## src/rtl/mem_arbiter.sv

```systemverilog
// Two-port (fetch / data) arbiter in front of the shared 256x16 memory with a start/ready handshake.
// Define MEM_ARB_RR_EN for round-robin arbitration; otherwise the data port has fixed priority.
module mem_arbiter #(
  parameter int ADDR_W  = 8,
  parameter int DATA_W  = 16,
  parameter int TMO_CYC = 15
) (
  input  logic              clk,
  input  logic              reset,
  input  logic              if_req,
  input  logic [ADDR_W-1:0] if_addr,
  output logic [DATA_W-1:0] if_rdata,
  output logic              if_done,
  input  logic              d_req,
  input  logic              d_rwn,
  input  logic [ADDR_W-1:0] d_addr,
  input  logic [DATA_W-1:0] d_wdata,
  output logic [DATA_W-1:0] d_rdata,
  output logic              d_done,
  output logic              mem_start,
  output logic              mem_rwn,
  output logic [ADDR_W-1:0] mem_address,
  output logic [DATA_W-1:0] mem_data_in,
  input  logic [DATA_W-1:0] mem_data_out,
  input  logic              mem_ready,
  output logic              busy,
  output logic              tmo_err
);

  localparam int TMO_W = $clog2(TMO_CYC + 1);
  localparam logic [TMO_W-1:0] TMO_LAST = TMO_W'(TMO_CYC - 1);

  typedef enum logic [1:0] {
    S_IDLE  = 2'd0,
    S_ISSUE = 2'd1,
    S_BUSY  = 2'd2,
    S_DONE  = 2'd3
  } state_t;

  state_t             state_q;
  logic               gnt_data_q;
  logic [TMO_W-1:0]   tmo_cnt_q;
  logic [DATA_W-1:0]  if_rdata_q;
  logic [DATA_W-1:0]  d_rdata_q;
  logic               if_done_q;
  logic               d_done_q;
  logic               mem_start_q;
  logic               mem_rwn_q;
  logic [ADDR_W-1:0]  mem_address_q;
  logic [DATA_W-1:0]  mem_data_in_q;
  logic               busy_q;
  logic               tmo_err_q;
  logic               pick_data;

`ifdef MEM_ARB_RR_EN
  // prio_data_q set means the data port wins the next contention.
  logic prio_data_q;
  assign pick_data = d_req & (~if_req | prio_data_q);
`else
  assign pick_data = d_req;
`endif

  always_ff @(posedge clk) begin
    if (!reset) begin
      state_q       <= S_IDLE;
      gnt_data_q    <= 1'b0;
      tmo_cnt_q     <= '0;
      if_rdata_q    <= '0;
      d_rdata_q     <= '0;
      if_done_q     <= 1'b0;
      d_done_q      <= 1'b0;
      mem_start_q   <= 1'b0;
      mem_rwn_q     <= 1'b1;
      mem_address_q <= '0;
      mem_data_in_q <= '0;
      busy_q        <= 1'b0;
      tmo_err_q     <= 1'b0;
`ifdef MEM_ARB_RR_EN
      prio_data_q   <= 1'b1;
`endif
    end else begin
      mem_start_q <= 1'b0;
      if_done_q   <= 1'b0;
      d_done_q    <= 1'b0;
      case (state_q)
        S_IDLE: begin
          if (if_req | d_req) begin
            gnt_data_q <= pick_data;
            if (pick_data) begin
              mem_rwn_q     <= d_rwn;
              mem_address_q <= d_addr;
              mem_data_in_q <= d_wdata;
            end else begin
              mem_rwn_q     <= 1'b1;
              mem_address_q <= if_addr;
              mem_data_in_q <= '0;
            end
`ifdef MEM_ARB_RR_EN
            prio_data_q <= ~pick_data;
`endif
            mem_start_q <= 1'b1;
            busy_q      <= 1'b1;
            state_q     <= S_ISSUE;
          end
        end
        S_ISSUE: begin
          tmo_cnt_q <= '0;
          state_q   <= S_BUSY;
        end
        S_BUSY: begin
          if (mem_ready) begin
            if (mem_rwn_q) begin
              if (gnt_data_q) d_rdata_q  <= mem_data_out;
              else            if_rdata_q <= mem_data_out;
            end
            d_done_q  <= gnt_data_q;
            if_done_q <= ~gnt_data_q;
            state_q   <= S_DONE;
          end else if (tmo_cnt_q == TMO_LAST) begin
            // Abort: a read that never completed returns zero data.
            tmo_err_q <= 1'b1;
            if (mem_rwn_q) begin
              if (gnt_data_q) d_rdata_q  <= '0;
              else            if_rdata_q <= '0;
            end
            d_done_q  <= gnt_data_q;
            if_done_q <= ~gnt_data_q;
            state_q   <= S_DONE;
          end else begin
            tmo_cnt_q <= tmo_cnt_q + TMO_W'(1);
          end
        end
        S_DONE: begin
          busy_q  <= 1'b0;
          state_q <= S_IDLE;
        end
        default: begin
          busy_q  <= 1'b0;
          state_q <= S_IDLE;
        end
      endcase
    end
  end

  assign if_rdata    = if_rdata_q;
  assign if_done     = if_done_q;
  assign d_rdata     = d_rdata_q;
  assign d_done      = d_done_q;
  assign mem_start   = mem_start_q;
  assign mem_rwn     = mem_rwn_q;
  assign mem_address = mem_address_q;
  assign mem_data_in = mem_data_in_q;
  assign busy        = busy_q;
  assign tmo_err     = tmo_err_q;

endmodule
```

## config.mk

```make
export PLATFORM = sky130hd
export DESIGN_NAME = mem_arbiter
export DESIGN_NICKNAME = d
export VERILOG_FILES = /design/src/rtl/mem_arbiter.sv
export SDC_FILE = /design/constraint.sdc
export NUM_CORES = 1
export LEC_CHECK = 0
export BUFFER_PORTS_ARGS = -buffer_cell sky130_fd_sc_hd__buf_2
export CORE_UTILIZATION = 27
export DETAILED_ROUTE_END_ITERATION = 16
export PLACE_DENSITY = 0.51
export SLEW_MARGIN = 40
export SYNTH_ARGS = -nofsm -noshare
export SYNTH_HDL_FRONTEND = slang
export SYNTH_SLANG_ARGS = --single-unit
```

## constraint.sdc

```tcl
create_clock -name clk -period 4.6 [get_ports clk]
set_input_delay 0.92 -clock clk [delete_from_list [all_inputs] [get_ports clk]]
set_output_delay 0.92 -clock clk [all_outputs]
set_load 0.05 [all_outputs]
```

==> impl_summary.txt <==
----------------------------------------------------
[Logic synthesis]
  Cell count after synthesis ... between 300 and 400
  Count of cell types in the netlist ... 36
  Most area-consuming cells after synthesis ... dfxtp_1 (51%), nand2_1 (9.8%), o22ai_1 (7.4%), a21oi_1 (3.7%), nand3_1 (3.5%)
  Share of synthesized area occupied by flip-flops and latches ... between 50% and 60%
  Synth top cells by count ... nand2_1 (71), dfxtp_1 (69), o22ai_1 (32)
  Portion of synthesized cell area occupied by the leading cell type ... about half
  Leading cell type by number of instances after synthesis ... nand2_1
  Library cell with the largest summed area after synthesis ... dfxtp_1
  Number of warnings printed during yosys synthesis ... 0
  Netlist area before placement ... about 2700 um^2
  Share of flip-flops with an asynchronous set or reset ... 0%
  Syn Area/Cell ... 8.96 um^2
  Synth Net Count ... approximately 360
  Most common flop cell mapped by yosys ... dfxtp_1
  Flip-flop and latch count after synthesis ... just under 70
  Number of enable flip-flop cells after synthesis ... 0

[Setup path]
  Required time reported for the critical path endpoint ... about 5000 ps
  Sort of element at the end of the critical path ... flip-flop
  Kind of critical path ... reg2reg
  WP data arrival ... between 2000 and 2500 ps
  Buffers & Inverters on Critical Path ... 1
  R2R setup slack ... about 2500 ps
  Cell-by-cell listing of the critical path ... inv_1 -> ha_1 -> o21a_1 -> nor2_1 -> a211oi_1
  Critical path startpoint category ... flip-flop
  Critical register-to-register path endpoint ... mem_address[7]
  Longest individual stage delay on the worst path ... between 600 and 700 ps
  Worst r2r src ... state_q[0]
  Number of cell instances on the worst register-to-register path ... 5
  Cell family with most CP delay ... compound AO/OA/AOI/OAI gates
  Critical-path cell with the highest stage delay ... ha_1
  Maximum fanout encountered on the critical timing path ... 21

[Global route]
  Number of antenna violations at the first check in global routing ... 0
  Maximum number of pins on one net before global-route repair ... between 50 and 60
  Global Route Usage Sum ... a little over an eighth
  First-pass GRT wire length ... 11,000 um
  Number of global-route vias before repair ... about 2.3k
  GR Overflow Total ... 0

[Placed design]
  Placer's final routability congestion estimate ... just under 0.7
  Quantity of I/O buffers inserted on ports ... ~120
  Hpwl dp ... 4630 um
  Post-placement worst setup slack ... ~2200 ps

[Routing]
  Number of DRC markers after the initial detailed-route iteration ... between 100 and 150
  WL/cell ... around 13 um
  Count of vias placed by the detailed router ... 2,490
  DRC violation count after routing ... 0
  Antenna viol nets, final ... 0
  Avg Vias per Cell ... roughly 4.6
  Routed wire length ... between 6000 and 7000 um
  Number of detailed-route iterations in the first pass ... 4

[CTS]
  Clock Path Buffers ... 2
  Number of setup buffers added after CTS ... 0
  Max H-tree Level ... 3
  Clock insertion delay at the later pin of the skew report ... 340 ps
  CTS sink cnt ... between 60 and 70
  Clock-pin transition on the worst setup and hold timing paths ... approximately 80 ps
  Clock tree from TritonCTS ... done
  Total clock buffers created by CTS ... 9
  Total of cells resized after clock tree synthesis ... 0
  Cell chosen for the clock root ... clkbuf_8
  Quantity of hold-fixing buffers added after cts ... 0

[Finish]
  Final nets ... approximately 470
  Relative area change from synthesis to final layout ... 30.6%
  Count of filler cells inserted in the layout ... about 1.0k
  Register Area ... about 1400 um^2
  Total area of multi-input combinational cells ... approximately 1200 um^2
  Diodes inserted ... 0
  Fraction of final layout cells with drive strength greater than 1 ... approximately 34%

[Die]
  Starting Density ... between 20% and 30%
  Horizontal die dimension ... 102 um
  Floorplan die area ... 10,500 um^2
  Row cnt ... 36
  Y dimension of the die ... roughly 100 um
  Core footprint ... between 9000 and 10,000 um^2
  Number of ports placed on the die boundary ... 116

[Pwr]
  Total power per unit cell area ... 537 nW/um^2
  Leak ... 1.59 nW
  Net Sw Power ... roughly 780 uW
  Sw Share ... around 41%
  Maximum resistive drop on vdd ... approximately 0.00019 V
  Sequential fraction of design power ... 38.4%
  Internal power component ... 1.12 mW
  Clock network fraction of total power ... between 20% and 30%
  Power share of the combinational group ... a little over a third

[Status]
  Status ... completed

[Timing]
  RSZ-0062 raised after global routing ... false
  Actual slew at the worst max-slew pin ... 782 ps
  Minimum period implied by the final worst setup slack ... between 2000 and 2500 ps
  Final number of hold-violating endpoints ... 0
  Fin Clk Skew ... approximately 13 ps
  Worst slew slack as a fraction of its limit ... a little under half
  Final Max Slew Viols ... 0
  Finish-stage setup viols ... 0
  Final Cycle Share ... around 47%
  Fmax ... between 400 and 500 MHz
  Final setup margin ... roughly 2500 ps
  Final TNS setup ... 0 ps

[Min path]
  Startpoint of the lowest-slack hold path ... mem_data_in[1]
  Sink of the worst hold path ... mem_data_in[1]
  Path type of the worst min-delay path ... reg2reg
  Count of cells along the worst hold path ... 2

[Job]
  Max-cap violation count ... 0

----------------------------------------------------
sequential cells by signal, indices dropped and copies added (netlist names):
name / cells
if_rdata: 16
mem_start: 1
mem_address: 8
tmo_err: 1
d_rdata: 16
d_done: 1
busy: 1
tmo_cnt_q: 4
mem_rwn: 1
if_done: 1
gnt_data_q: 1
mem_data_in: 16
state_q: 2
power by group through the flow:
stage          clock [mW]  combinational (mW)  sequential, mW
3_3_place_gp            0               0.678           0.746
5_1_grt             0.544               0.745           0.744
2_1_floorplan           0               0.296           0.988
4_1_cts             0.517               0.689           0.733
3_5_place_dp            0               0.687           0.745
6_report            0.494               0.681           0.731
placed cells by master (no fill, tap or decap), drive strengths merged, types with 5 or more instances in the layout:
cell,n
a211oi,9
a21oi,20
buf,117
clkbuf,10
dfxtp,69
ha,7
inv,5
mux2i,9
nand2,71
nand3,19
nor2,12
o22ai,32
layout make-up:
class                           count  share of cell area [%]
Clock buffer                       10                    3.88
Multi-Input combinational cell    207                    33.7
Sequential cell                    69                    39.0
Timing Repair Buffer              117                    16.7
Clock inverter                      5                    1.69
Inverter                            4                   0.423
Tap cell                          133                    4.69
layer usage:
metal	up-vias	global-route usage [%]	wire [um]
li1	1276	-	-
met1	1096	17.9	3190
met2	110	20.1	2900
met3	8	5.40	649
met4	0	4.95	75
met5	-	0	0
worst reg2reg max path, delay by kind of cell (launching register included):
family / cells / cell delay (ps)
compound gates: 2 / 820
fa+ha+maj: 1 / 690
flops: 1 / 330
simple gates: 1 / 90
buf+inv: 1 / 140
worst max-delay path by stage:
stage,cells after the start,slack [ps],start,endpoint
3_5_place_dp,4,2160,d_req,mem_address[7]
2_1_floorplan,4,2810,d_req,state_q[1]
5_1_grt,5,2150,state_q[0],mem_address[3]
6_report,5,2460,state_q[0],mem_address[7]
4_1_cts,5,2410,state_q[0],mem_address[7]
3_3_place_gp,4,2130,reset,state_q[0]
cell families after synthesis:
| group | share of synthesized area (%) |
|---|---|
| AO/OA/AOI/OAI | 17.3 |
| adder cells (fa/ha/maj) | 3.23 |
| buffers and inverters | 5.12 |
| flip-flops | 50.9 |
| multiplexers | 3.32 |
| AND/OR/NAND/NOR | 20.1 |
stage by stage:
| step | instances | utilization, % | hold WS [ps] | cell area, um^2 | total power [mW] |
|---|---|---|---|---|---|
| 6_report | 545 | 36.3 | 455 | 3550 | 1.91 |
| 3_3_place_gp | 529 | 34.2 | 435 | 3340 | 1.42 |
| 4_1_cts | 544 | 36.2 | 456 | 3540 | 1.94 |
| 2_1_floorplan | 303 | - | 471 | 2720 | 1.28 |
| 3_5_place_dp | 529 | 34.2 | 444 | 3340 | 1.43 |
| 5_1_grt | 545 | 36.3 | 480 | 3550 | 2.03 |
Power figures use the tool's default switching activity.
